`src/rtl/am2940_dma_sequencer.sv`:
```
// Am2940 DMA sequencer.
// Drives the instruction lines I[2:0] and DATA-bus write values of an Am2940
// address generator. For each transfer it writes the control register, loads
// the address and the word count, then issues one ENCT per beat under a
// DREQ/DACK handshake. At end of transfer it pulses irq_done and either goes
// idle or re-initialises the generator (autoload).
//
// Ports:
//   clk, rst_n        clock, asynchronous active-low reset
//   start, abort      transfer request (IDLE only) / transfer termination
//   cfg_cr/addr/count/auto  configuration, captured on an accepted start
//   dreq, done        peripheral beat request, generator terminal-count flag
//   I                 instruction to address generator / decoder
//   data_out, data_oe DATA-bus value and drive enable
//   dack              beat acknowledge, one cycle per ENCT
//   busy              high whenever not idle
//   irq_done, aborted one-cycle completion / abort pulses
module am2940_dma_sequencer #(
  parameter int W = 8
) (
  input  logic         clk,
  input  logic         rst_n,
  input  logic         start,
  input  logic         abort,
  input  logic [2:0]   cfg_cr,
  input  logic [W-1:0] cfg_addr,
  input  logic [W-1:0] cfg_count,
  input  logic         cfg_auto,
  input  logic         dreq,
  input  logic         done,
  output logic [2:0]   I,
  output logic [W-1:0] data_out,
  output logic         data_oe,
  output logic         dack,
  output logic         busy,
  output logic         irq_done,
  output logic         aborted
);

  typedef enum logic [2:0] {
    S_IDLE, S_WRCR, S_LDAD, S_LDWC, S_ACTIVE, S_XFER, S_FINISH, S_REIN
  } state_t;

  localparam logic [2:0] I_WRCR = 3'b000;
  localparam logic [2:0] I_RDCR = 3'b001;
  localparam logic [2:0] I_LDAD = 3'b101;
  localparam logic [2:0] I_LDWC = 3'b110;
  localparam logic [2:0] I_REIN = 3'b100;
  localparam logic [2:0] I_ENCT = 3'b111;

  state_t       state, state_nxt;
  logic [2:0]   cr_sh;
  logic [W-1:0] addr_sh, count_sh;
  logic         auto_sh;
  logic [W-1:0] beat_cnt, beat_inc;
  logic         mode2, term_active, term_xfer;

  logic [2:0]   i_nxt;
  logic [W-1:0] data_nxt;
  logic         oe_nxt, dack_nxt, busy_nxt, irq_nxt, abt_nxt;

  assign beat_inc = beat_cnt + 1'b1;
  assign mode2    = (cr_sh[1:0] == 2'b10);

  // In mode 2 the last beat always ends in XFER, so the count comparison uses
  // the post-increment value there. A count of 0 wraps after 2^W beats.
  // The ACTIVE comparison can only match a non-zero counter, so an initial
  // counter of 0 against a count of 0 is not taken as terminal.
  assign term_xfer   = mode2 ? (beat_inc == count_sh) : done;
  assign term_active = mode2 ? ((beat_cnt == count_sh) && (beat_cnt != '0)) : done;

  always_ff @(posedge clk or negedge rst_n) begin
    if (!rst_n) begin
      state    <= S_IDLE;
      I        <= I_RDCR;
      data_out <= '0;
      data_oe  <= 1'b0;
      dack     <= 1'b0;
      busy     <= 1'b0;
      irq_done <= 1'b0;
      aborted  <= 1'b0;
      beat_cnt <= '0;
    end else begin
      state    <= state_nxt;
      I        <= i_nxt;
      data_out <= data_nxt;
      data_oe  <= oe_nxt;
      dack     <= dack_nxt;
      busy     <= busy_nxt;
      irq_done <= irq_nxt;
      aborted  <= abt_nxt;
      if ((state == S_IDLE && start) || state == S_REIN) begin
        beat_cnt <= '0;
      end else if (state == S_XFER) begin
        beat_cnt <= beat_inc;
      end
    end
  end

  // Configuration shadows hold data only; they are valid from the accepted
  // start onwards, so they need no reset.
  always_ff @(posedge clk) begin
    if (state == S_IDLE && start) begin
      cr_sh    <= cfg_cr;
      addr_sh  <= cfg_addr;
      count_sh <= cfg_count;
      auto_sh  <= cfg_auto;
    end
  end

  always_comb begin
    state_nxt = state;
    abt_nxt   = 1'b0;
    if (state == S_IDLE) begin
      if (start) state_nxt = S_WRCR;
    end else if (abort) begin
      state_nxt = S_IDLE;
      abt_nxt   = 1'b1;
    end else begin
      case (state)
        S_WRCR:   state_nxt = S_LDAD;
        S_LDAD:   state_nxt = S_LDWC;
        S_LDWC:   state_nxt = S_ACTIVE;
        S_ACTIVE: state_nxt = term_active ? S_FINISH : (dreq ? S_XFER : S_ACTIVE);
        S_XFER:   state_nxt = term_xfer ? S_FINISH : (dreq ? S_XFER : S_ACTIVE);
        S_FINISH: state_nxt = auto_sh ? S_REIN : S_IDLE;
        S_REIN:   state_nxt = S_ACTIVE;
        default:  state_nxt = S_IDLE;
      endcase
    end

    // Outputs are registered: decode them from the state being entered.
    i_nxt    = I_RDCR;
    data_nxt = '0;
    oe_nxt   = 1'b0;
    dack_nxt = 1'b0;
    irq_nxt  = 1'b0;
    busy_nxt = (state_nxt != S_IDLE);
    case (state_nxt)
      S_WRCR: begin
        // Shadow CR loads on this same edge, so take the value being captured.
        i_nxt         = I_WRCR;
        data_nxt[2:0] = cfg_cr;
        oe_nxt        = 1'b1;
      end
      S_LDAD: begin
        i_nxt    = I_LDAD;
        data_nxt = addr_sh;
        oe_nxt   = 1'b1;
      end
      S_LDWC: begin
        i_nxt    = I_LDWC;
        data_nxt = count_sh;
        oe_nxt   = 1'b1;
      end
      S_XFER: begin
        i_nxt    = I_ENCT;
        dack_nxt = 1'b1;
      end
      S_FINISH: irq_nxt = 1'b1;
      S_REIN:   i_nxt   = I_REIN;
      default: ;
    endcase
  end

endmodule

```
`config.mk`:
```
export PLATFORM = sky130hd
export DESIGN_NAME = am2940_dma_sequencer
export DESIGN_NICKNAME = d
export VERILOG_FILES = /design/src/rtl/am2940_dma_sequencer.sv
export SDC_FILE = /design/constraint.sdc
export NUM_CORES = 1
export LEC_CHECK = 0
export ABC_AREA = 1
export CAP_MARGIN = 15
export CORE_AREA = 2 2 67 69
export CTS_CLUSTER_DIAMETER = 200
export DETAILED_ROUTE_END_ITERATION = 6
export DIE_AREA = 0 0 69 71
export PLACE_DENSITY_LB_ADDON = 0.15
export SLEW_MARGIN = 25
export SYNTH_ARGS = -nofsm -noshare
export SYNTH_HDL_FRONTEND = slang
export SYNTH_SLANG_ARGS = --single-unit
export TNS_END_PERCENT = 5
```
`constraint.sdc`:
```
create_clock -name clk -period 3.2 [get_ports clk]
set_clock_uncertainty 0.2 [all_clocks]
set_input_delay 0.32 -clock clk [delete_from_list [all_inputs] [get_ports clk]]
set_output_delay 0.32 -clock clk [all_outputs]
set_load 0.1 [all_outputs]
```
Word level (Yosys, flattened, before mapping)
Index checks and enable logic that the tools add are counted.
{"block": "classes", "add_sub_neg": 1, "n_eq_ne": 16, "muxes": 20, "n_reduce_logical": 9}
{"op": "3-bit equality test (second input constant)", "n": 7}
{"op": "3-bit one-hot mux with 6 select lines", "n": 1}
{"op": "8-bit equality test", "n": 2}
{"op": "8-bit two-way mux", "n": 2}
{"op": "3-bit two-way mux", "n": 5}
{"op": "3-bit one-hot mux with 5 select lines", "n": 1}
{"op": "3-bit by 2-bit equality test with 1-bit output (second input constant)", "n": 4}
{"op": "5-bit one-hot mux with 2 select lines", "n": 1}
{"op": "3-bit one-hot mux with 3 select lines", "n": 1}
{"op": "8-bit by 1-bit adder with 8-bit output (second input constant)", "n": 1}
{"op": "1-bit two-way mux", "n": 8}
{"op": "8-bit nonzero test", "n": 1}
{"op": "3-bit by 1-bit equality test with 1-bit output (second input constant)", "n": 2}
{"op": "3-bit logical NOT", "n": 1}
{"op": "3-bit nonzero test", "n": 1}
{"op": "3-bit OR reduction", "n": 1}
{"op": "2-bit equality test (second input constant)", "n": 1}
{"op": "1-bit logical AND", "n": 2}
{"op": "2-bit two-way mux", "n": 1}
{"op": "2-bit nonzero test", "n": 1}
{"op": "2-bit OR reduction", "n": 1}
{"op": "1-bit logical OR", "n": 1}
{"block": "totals", "reg_bits": 46, "in_bits": 26}

Longest topological paths before layout
Gate-level depths: netlist of the first run.
{"block": "logic_depth", "depth_word": 10, "depth_mapped": 18, "mapped_depth_nobuf": 18}

Least setup slack after synthesis of the first run
No wires, ideal clock.
{"block": "synth_timing", "path_type": "reg2reg", "start": "register beat_cnt[0]", "end": "register data_out[0]", "t_arrival_ns": 1.850, "required_time_ns": 2.874, "path_slack_ns": 1.024, "path_stages_with_launch": 17, "n_path_buf": 1, "cell_sequence": "dfrtp_1 -> inv_2 -> ha_1 -> inv_1 -> nand2_1 -> nand3_1 -> nor2_1 -> nand2_1 -> nor2_1 -> nand3_1 -> nand4_1 -> nand3_1 -> nand2_2 -> nand2_4 -> buf_4 -> nand3_1 -> nand3_1"}
{"block": "synth_between", "elab_chain_cells": 9, "elab_cells_between_ends": 16}
{"element": "from (decl)", "line_no": "55", "source": "logic [W-1:0] beat_cnt, beat_inc;"}
{"element": "from (signal assigned)", "line_no": "95", "source": "beat_cnt <= beat_inc;"}
{"element": "8-bit by 1-bit adder with 8-bit output (tied with other cells)", "line_no": "62", "source": "assign beat_inc = beat_cnt + 1'b1;"}
{"element": "8-bit equality test or 1-bit logical AND (tied branches)", "line_no": "69, 70"}
{"element": "1-bit two-way mux (on tied branches)", "line_no": "69, 70"}
{"element": "2-bit two-way mux or 3-bit two-way mux (tied branches)", "line_no": "125, 124"}
{"element": "3-bit one-hot mux with 6 select lines (*)", "line_no": "120", "source": "case (state)"}
{"element": "3-bit two-way mux (*)", "line_no": "116", "source": "end else if (abort) begin"}
{"element": "3-bit two-way mux (*)", "line_no": "114", "source": "if (state == S_IDLE) begin"}
{"element": "net state_nxt[0]", "line_no": "51", "source": "state_t state, state_nxt;"}
{"element": "3-bit by 2-bit equality test with 1-bit output or 3-bit by 1-bit equality test with 1-bit output (tied branches)", "line_no": "139", "source": "case (state_nxt)"}
{"element": "3-bit one-hot mux with 3 select lines (*)", "line_no": "139"}
{"element": "net data_nxt[0]", "line_no": "59", "source": "logic [W-1:0] data_nxt;"}
{"element": "to (signal assigned)", "line_no": "86", "source": "data_out <= data_nxt;"}
{"element": "to (decl)", "line_no": "32", "source": "output logic [W-1:0] data_out,"}
Mark *: on every way through the listed nets, which the timed path passes. The rest lies on a longest branch.
A chain may end at the register's enable or synchronous reset.

Worst setup path after layout of the first run
{"block": "layout_timing", "start": "register beat_cnt[0]", "end": "register data_out[5]"}
{"block": "layout_between", "elab_chain_cells": 9, "elab_cells_between_ends": 15}
{"element": "8-bit by 1-bit adder with 8-bit output (tied with other cells)", "line_no": "62"}
{"element": "8-bit equality test or 1-bit logical AND (tied branches)", "line_no": "69, 70"}
{"element": "1-bit two-way mux (on tied branches)", "line_no": "69, 70"}
{"element": "2-bit two-way mux or 3-bit two-way mux (tied branches)", "line_no": "125, 124"}
{"element": "3-bit one-hot mux with 6 select lines (*)", "line_no": "120"}
{"element": "3-bit two-way mux (*)", "line_no": "116"}
{"element": "3-bit two-way mux (*)", "line_no": "114"}
{"element": "3-bit by 2-bit equality test with 1-bit output", "line_no": "139"}
{"element": "5-bit one-hot mux with 2 select lines (*)", "line_no": "139"}
{"element": "net data_nxt[5]", "line_no": "59"}
Marked as above.

==> results of run 1 <==
## area by class of cell
cell class | instances | share of cell area
tap | 52 | 0.02378
timing repair buffer | 42 | 0.1417
multi-input combinational | 164 | 0.3059
sequential | 46 | 0.4559
clock inverter | 2 | 0.005030
clock buffer | 6 | 0.02652
inverter | 30 | 0.04115
## registers in the layout, indices dropped and copies added (netlist names)
name	cells
data_out	8
busy	1
auto_sh	1
state	3
I	3
count_sh	8
cr_sh	2
data_oe	1
beat_cnt	8
addr_sh	8
irq_done	1
dack	1
aborted	1
## worst reg2reg max path, cell delays in order, from the launching register on
cell	delay [ps]
dfrtp_1	450
inv_2	90
ha_1	300
inv_1	50
nand2_1	50
nand3_1	70
nor2_1	90
nand2_1	60
nor2_1	80
nand3_1	100
nand2_1	70
nand2_1	60
nand2_2	110
nand2_4	80
nor2_8	180
inv_2	90
nor2_4	150
nand2_1	80
nand2_1	70
## logic make-up after synthesis
family / Yosys count / synth area share
adders and majority gates: 2 / 0.01127
buffers and inverters: 33 / 0.06141
and+or+nand+nor: 136 / 0.2913
DFF: 46 / 0.5617
AOI/OAI and AO/OA: 19 / 0.04676
xor gates and xnor gates: 7 / 0.02761
## metal layers
| metal | vias to the layer above | wire length (um) | track usage |
|---|---|---|---|
| met5 | - | 0 | 0 |
| met4 | 0 | 51 | 0.06536 |
| met3 | 5 | 222 | 0.03419 |
| met2 | 59 | 2204 | 0.3280 |
| met1 | 807 | 1979 | 0.2662 |
| li1 | 890 | - | - |
## power groups by stage
stage	logic, mW	clock network, mW	registers [mW]
floorplan	0.397	0	1.44
CTS	1.22	0.355	0.882
global route	1.28	0.377	0.899
finish	1.21	0.342	0.881
global placement	1.20	0	0.892
detailed placement	1.21	0	0.893
## worst paths after layout
check | from | to | slack (ps) | cells past startpoint
min in group clk | addr_sh[6]$_DFFE_PP_ | data_out[6]$_DFF_PN0_ | 250 | 2
min reg2reg | addr_sh[6]$_DFFE_PP_ | data_out[6]$_DFF_PN0_ | 250 | 2
min | rst_n | beat_cnt[2]$_DFFE_PN0P_ | 190 | 2
max reg2reg | beat_cnt[0]$_DFFE_PN0P_ | data_out[5]$_DFF_PN0_ | 720 | 18
max | beat_cnt[0]$_DFFE_PN0P_ | data_out[5]$_DFF_PN0_ | 720 | 18
max in group asynchronous | rst_n | I[0]$_DFF_PN1_ | 2300 | 2
## metrics by stage
| step | total power, mW | cells | setup WS, ps | util | cell area [sq um] |
|---|---|---|---|---|---|
| after CTS | 2.452 | 342 | 710.5 | 0.6509 | 2736 |
| final | 2.432 | 342 | 724.2 | 0.6509 | 2736 |
| after global routing | 2.561 | 342 | 443.1 | 0.6509 | 2736 |
| after global placement | 2.095 | 334 | 818.4 | 0.6304 | 2650 |
| after floorplan | 1.832 | 243 | 1024 | - | 2221 |
| after detailed placement | 2.104 | 334 | 766.5 | 0.6304 | 2650 |
## cells in the mapped netlist, drive strengths merged, types with 4 or more instances
library cell,n
dfrtp,26
inv,30
nand2,70
nand3,31
nand4,7
nor3,7
o21ai,11
xor2,4
a21oi,4
edfxtp,19
nor2,21
==> flow_metrics.tcl, run 1 <==
set metrics [dict create \
    status "finished clean" \
    syn_nets 271 \
    antenna_cells 0 \
    seq_area_frac_synth 0.5617 \
    worst-path-max-fanout 13 \
    fmax_mhz 403.9 \
    cts_max_path_buffers 2 \
    critical_path_buf_inv_count 3 \
    final_common_cell "nand2_1" \
    vias 1761 \
    ant_nets 0 \
    viasPerCell 5.149 \
    comb_power_share 0.497 \
    synth-edff-count 19 \
    netlist_instances 243 \
    synth_area_leaders "dfrtp_1, edfxtp_1, nand2_1, nand3_1, inv_1" \
    cp-start-kind "register" \
    crit_chain "inv_2 > ha_1 > inv_1 > nand2_1 > nand3_1 > nor2_1 > nand2_1 > nor2_1 > nand3_1 > nand2_1 > nand2_1 > nand2_2 > nand2_4 > nor2_8 > inv_2 > nor2_4 > nand2_1 > nand2_1" \
    fin_crit_ps 2476 \
    grt_pass1_vias 1646 \
    clk_latency_ps 290 \
    slew_viol_final 0 \
    antenna_found_initial 0 \
    coreArea_sq_mm 0.004204 \
    setup_violations 0 \
    holdBufCountCts 0 \
    port_buffers 41 \
    grt_max_degree 28 \
    layout.nets 317 \
    hold_ws_ps 193.4 \
    tns_ps 0 \
    gr-total-overflow 0 \
    critPathRequiredTime_ps 3230 \
    syn_area_per_cell_sq_um 9.139 \
    synth_area_sq_mm 0.002221 \
    cts-root-buf "clkbuf_8" \
    drc 0 \
    p_seq_frac 0.362 \
    clock_power_share 0.141 \
    cellPowerDensity_mw_per_mm2 888.7 \
    ir_drop_uv 741.9 \
    max-cap-violations 0 \
    die_x_um 69 \
    cts_sinks 46 \
    p_sw_frac 0.5000 \
    die_y_um 71 \
    gp_congestion 0.8455 \
    wl_per_cell_um 13.03 \
    path_class "register to register" \
    intPower_mw 1.216 \
    relSlewSlack 0.3488 \
    yosysTopAreaCell "dfrtp_1" \
    synth-seq-cells 46 \
    post_cts_resized 0 \
    rsz0062_at_grt "false" \
    dominantRegCellSynth "dfrtp_1" \
    drive_gt1_frac 0.1241 \
    hold_class "primary input to async pin" \
    seqCellArea_sq_mm 0.001247 \
    start_util 0.5283 \
    dieArea_sq_mm 0.004899 \
    cp_top_family "simple AND/OR/NAND/NOR gates" \
    clk_pin_slew_ps 80 \
    dp_hpwl_um 3398 \
    crit_top_cell "nand2_1" \
    std_cell_rows 24 \
    ys_types 29 \
    numCtsBuffers 5 \
    netSwitchingPower_mw 1.216 \
    drt_iter0_drc 147 \
    ys_async_sr_fraction 0.5870 \
    worst_pin_slew_ps 973.8 \
    h-tree-depth 2 \
    area_delta_synth_final_pct 23.21 \
    cts_tree "done" \
    cts_setup_buffers 0 \
    crit_arrival_ps 2500 \
    critPathMaxStageDelay_ps 450 \
    critPathSlowestCell "dfrtp_1" \
    grt_use_total 0.1976 \
    endpoint_kind "register" \
    yosys_warnings 0 \
    drt_wl_total_um 4457 \
    fin_crit_sh 0.7737 \
    first_pass_iters 4 \
    multi_input_area_sq_um 837.1 \
    nFillCells 344 \
    synth.top_cell.area_share 0.2930 \
    io_pins 42 \
    layout_common_cells "nand2_1, nand3_1, clkdlybuf4s50_1, inv_1, dfrtp_1" \
    grt_pass1_wl_um 7507 \
    p_leak_nw 1.240 \
    hold_viol_final 0 \
]
Power figures use the tool's default switching activity.
==> inputs of run 2 (changes only) <==
CORE_AREA = 2 2 73 75   (was 2 2 67 69)
DIE_AREA = 0 0 75 77   (was 0 0 69 71)
clock period = 2.02 ns   (was 3.2 ns; I/O delays follow)
==> flow_metrics.tcl, run 2 (synthesis gave the netlist of run 1 again) <==
set metrics [dict create \
    status "finished, violations left" \
    violations "setup timing" \
    critPathMaxStageDelay_ps 410 \
    fmax_mhz 429.0 \
    p_leak_nw 1.435 \
    critPathSlowestCell "dfrtp_1" \
    holdBufCountCts 0 \
    gp_congestion 0.9345 \
    clk_pin_slew_ps 90 \
    rsz0062_at_grt "true" \
    std_cell_rows 26 \
    die_x_um 75 \
    crit_arrival_ps 2360 \
    power_mw 4.270 \
    first_pass_iters 4 \
    path_class "register to register" \
    h-tree-depth 2 \
    fin_area_sq_mm 0.003097 \
    drc 0 \
    cts-root-buf "clkbuf_8" \
    grt_pass1_wl_um 8631 \
    dieArea_sq_mm 0.005775 \
    grt_pass1_vias 1895 \
    rr_worst_depth 18 \
    gr-total-overflow 0 \
    ant_nets 0 \
    relSlewSlack 0.7494 \
    antenna_found_initial 0 \
    timing.reg2reg.setup_slack_ps -310 \
    drt_iter0_drc 118 \
    placed_area_sq_mm 0.002930 \
    crit_top_cell "nand2_1" \
    fin_ws_ps -310.9 \
    port_buffers 41 \
    endpoint_kind "register" \
    worst-path-max-fanout 5 \
    coreArea_sq_mm 0.004977 \
    crit_chain "inv_2 > ha_4 > inv_2 > nand2_2 > nand3_2 > nor2_2 > nand2_1 > nor2_2 > nand3_2 > nand2_1 > nand2_1 > nand2_2 > nand2_4 > nor2_8 > inv_4 > nor2_4 > nand2_1 > nand2_1" \
    final_common_cell "nand2_1" \
    setup_violations 17 \
    drive_gt1_frac 0.2578 \
    start_util 0.4462 \
    grt_use_total 0.1987 \
    clk_latency_ps 290 \
    r2r_start "beat_cnt[0]$_DFFE_PN0P_" \
    numCtsBuffers 5 \
    cts_tree "done" \
    hold_class "primary input to async pin" \
    ir_drop_uv 817.4 \
    rr_endpoint "data_out[3]$_DFF_PN0_" \
    grt_max_degree 28 \
    viasPerCell 4.809 \
    wl_per_cell_um 12.76 \
    fin_crit_sh 1.154 \
    io_pins 42 \
    worst_pin_slew_ps 372.0 \
    max-cap-violations 0 \
    layout.nets 349 \
    dp_hpwl_um 3856 \
    antenna_cells 0 \
    layout_common_cells "nand2_1, buf_4, dfrtp_1, nand3_1, clkdlybuf4s50_1" \
    hold_viol_final 0 \
    cp-start-kind "register" \
    die_y_um 77 \
    critPathRequiredTime_ps 2050 \
    slew_viol_final 0 \
    cellPowerDensity_mw_per_mm2 1379 \
    area_delta_synth_final_pct 39.44 \
    vias 1885 \
    fin_crit_ps 2331 \
    cts_sinks 46 \
    drt_wl_total_um 5001 \
    cts_max_path_buffers 2 \
]
-- run 2: worst max-delay path by stage --
stage | from | endpoint
3_5_place_dp | beat_cnt[1]$_DFFE_PN0P_ | data_out[5]$_DFF_PN0_
6_report | beat_cnt[0]$_DFFE_PN0P_ | data_out[3]$_DFF_PN0_
4_1_cts | beat_cnt[1]$_DFFE_PN0P_ | data_out[3]$_DFF_PN0_
3_3_place_gp | beat_cnt[1]$_DFFE_PN0P_ | data_out[5]$_DFF_PN0_
2_1_floorplan | beat_cnt[0]$_DFFE_PN0P_ | data_out[0]$_DFF_PN0_
5_1_grt | beat_cnt[0]$_DFFE_PN0P_ | data_out[4]$_DFF_PN0_
-- run 2: through the flow --
| stage | hold slack, ps | setup WS (ps) | util | setup TNS [ps] | std cells |
|---|---|---|---|---|---|
| final | 77.74 | -310.9 | 0.6222 | -4042 | 392 |
| after detailed placement | 244.0 | -312.6 | 0.5887 | -4028 | 381 |
| after floorplan | -293.6 | -106.8 | - | -861.0 | 243 |
| after CTS | 89.94 | -312.8 | 0.6126 | -3528 | 390 |
| after global placement | 224.8 | -268.9 | 0.5887 | -3696 | 381 |
| after global routing | 108.9 | -486.3 | 0.6222 | -7088 | 392 |
-- run 2: metal layers --
metal / track usage / part of all wire / vias to the layer above
li1: - / - / 954
met1: 0.2638 / 0.44 / 882
met5: 0 / 0 / -
met2: 0.3272 / 0.50 / 45
met3: 0.04074 / 0.050 / 4
met4: 0.05179 / 0.0076 / 0
-- run 2: power by group --
group / switching (mW) / internal (mW) / total (mW)
Sequential: 0.148 / 1.25 / 1.40
Clock: 0.295 / 0.365 / 0.660
Combinational: 1.57 / 0.643 / 2.21
Total: 2.01 / 2.26 / 4.27
-- run 2: what timing repair did --
item / in CTS / in global routing
gates resized for setup: 4 / 9
endpoints found under the setup margin: 17 / 17
setup buffers: 1 / 2
pin swaps: 3 / 14
-- run 2: critical path, delay by kind of cell (launching register included) --
family | cells | cell delay [ps]
buf+inv | 3 | 160
flops | 1 | 410
fa+ha+maj | 1 | 280
simple gates | 14 | 1200
-- run 2: final cells by class --
class / instances / area [sq um]
tap: 70 / 87.58
timing repair buffer: 74 / 655.6
fill: 427 / 1881
inverter: 30 / 117.6
clock buffer: 6 / 72.57
clock inverter: 2 / 33.78
sequential: 46 / 1247
multi-input combinational: 164 / 882.1
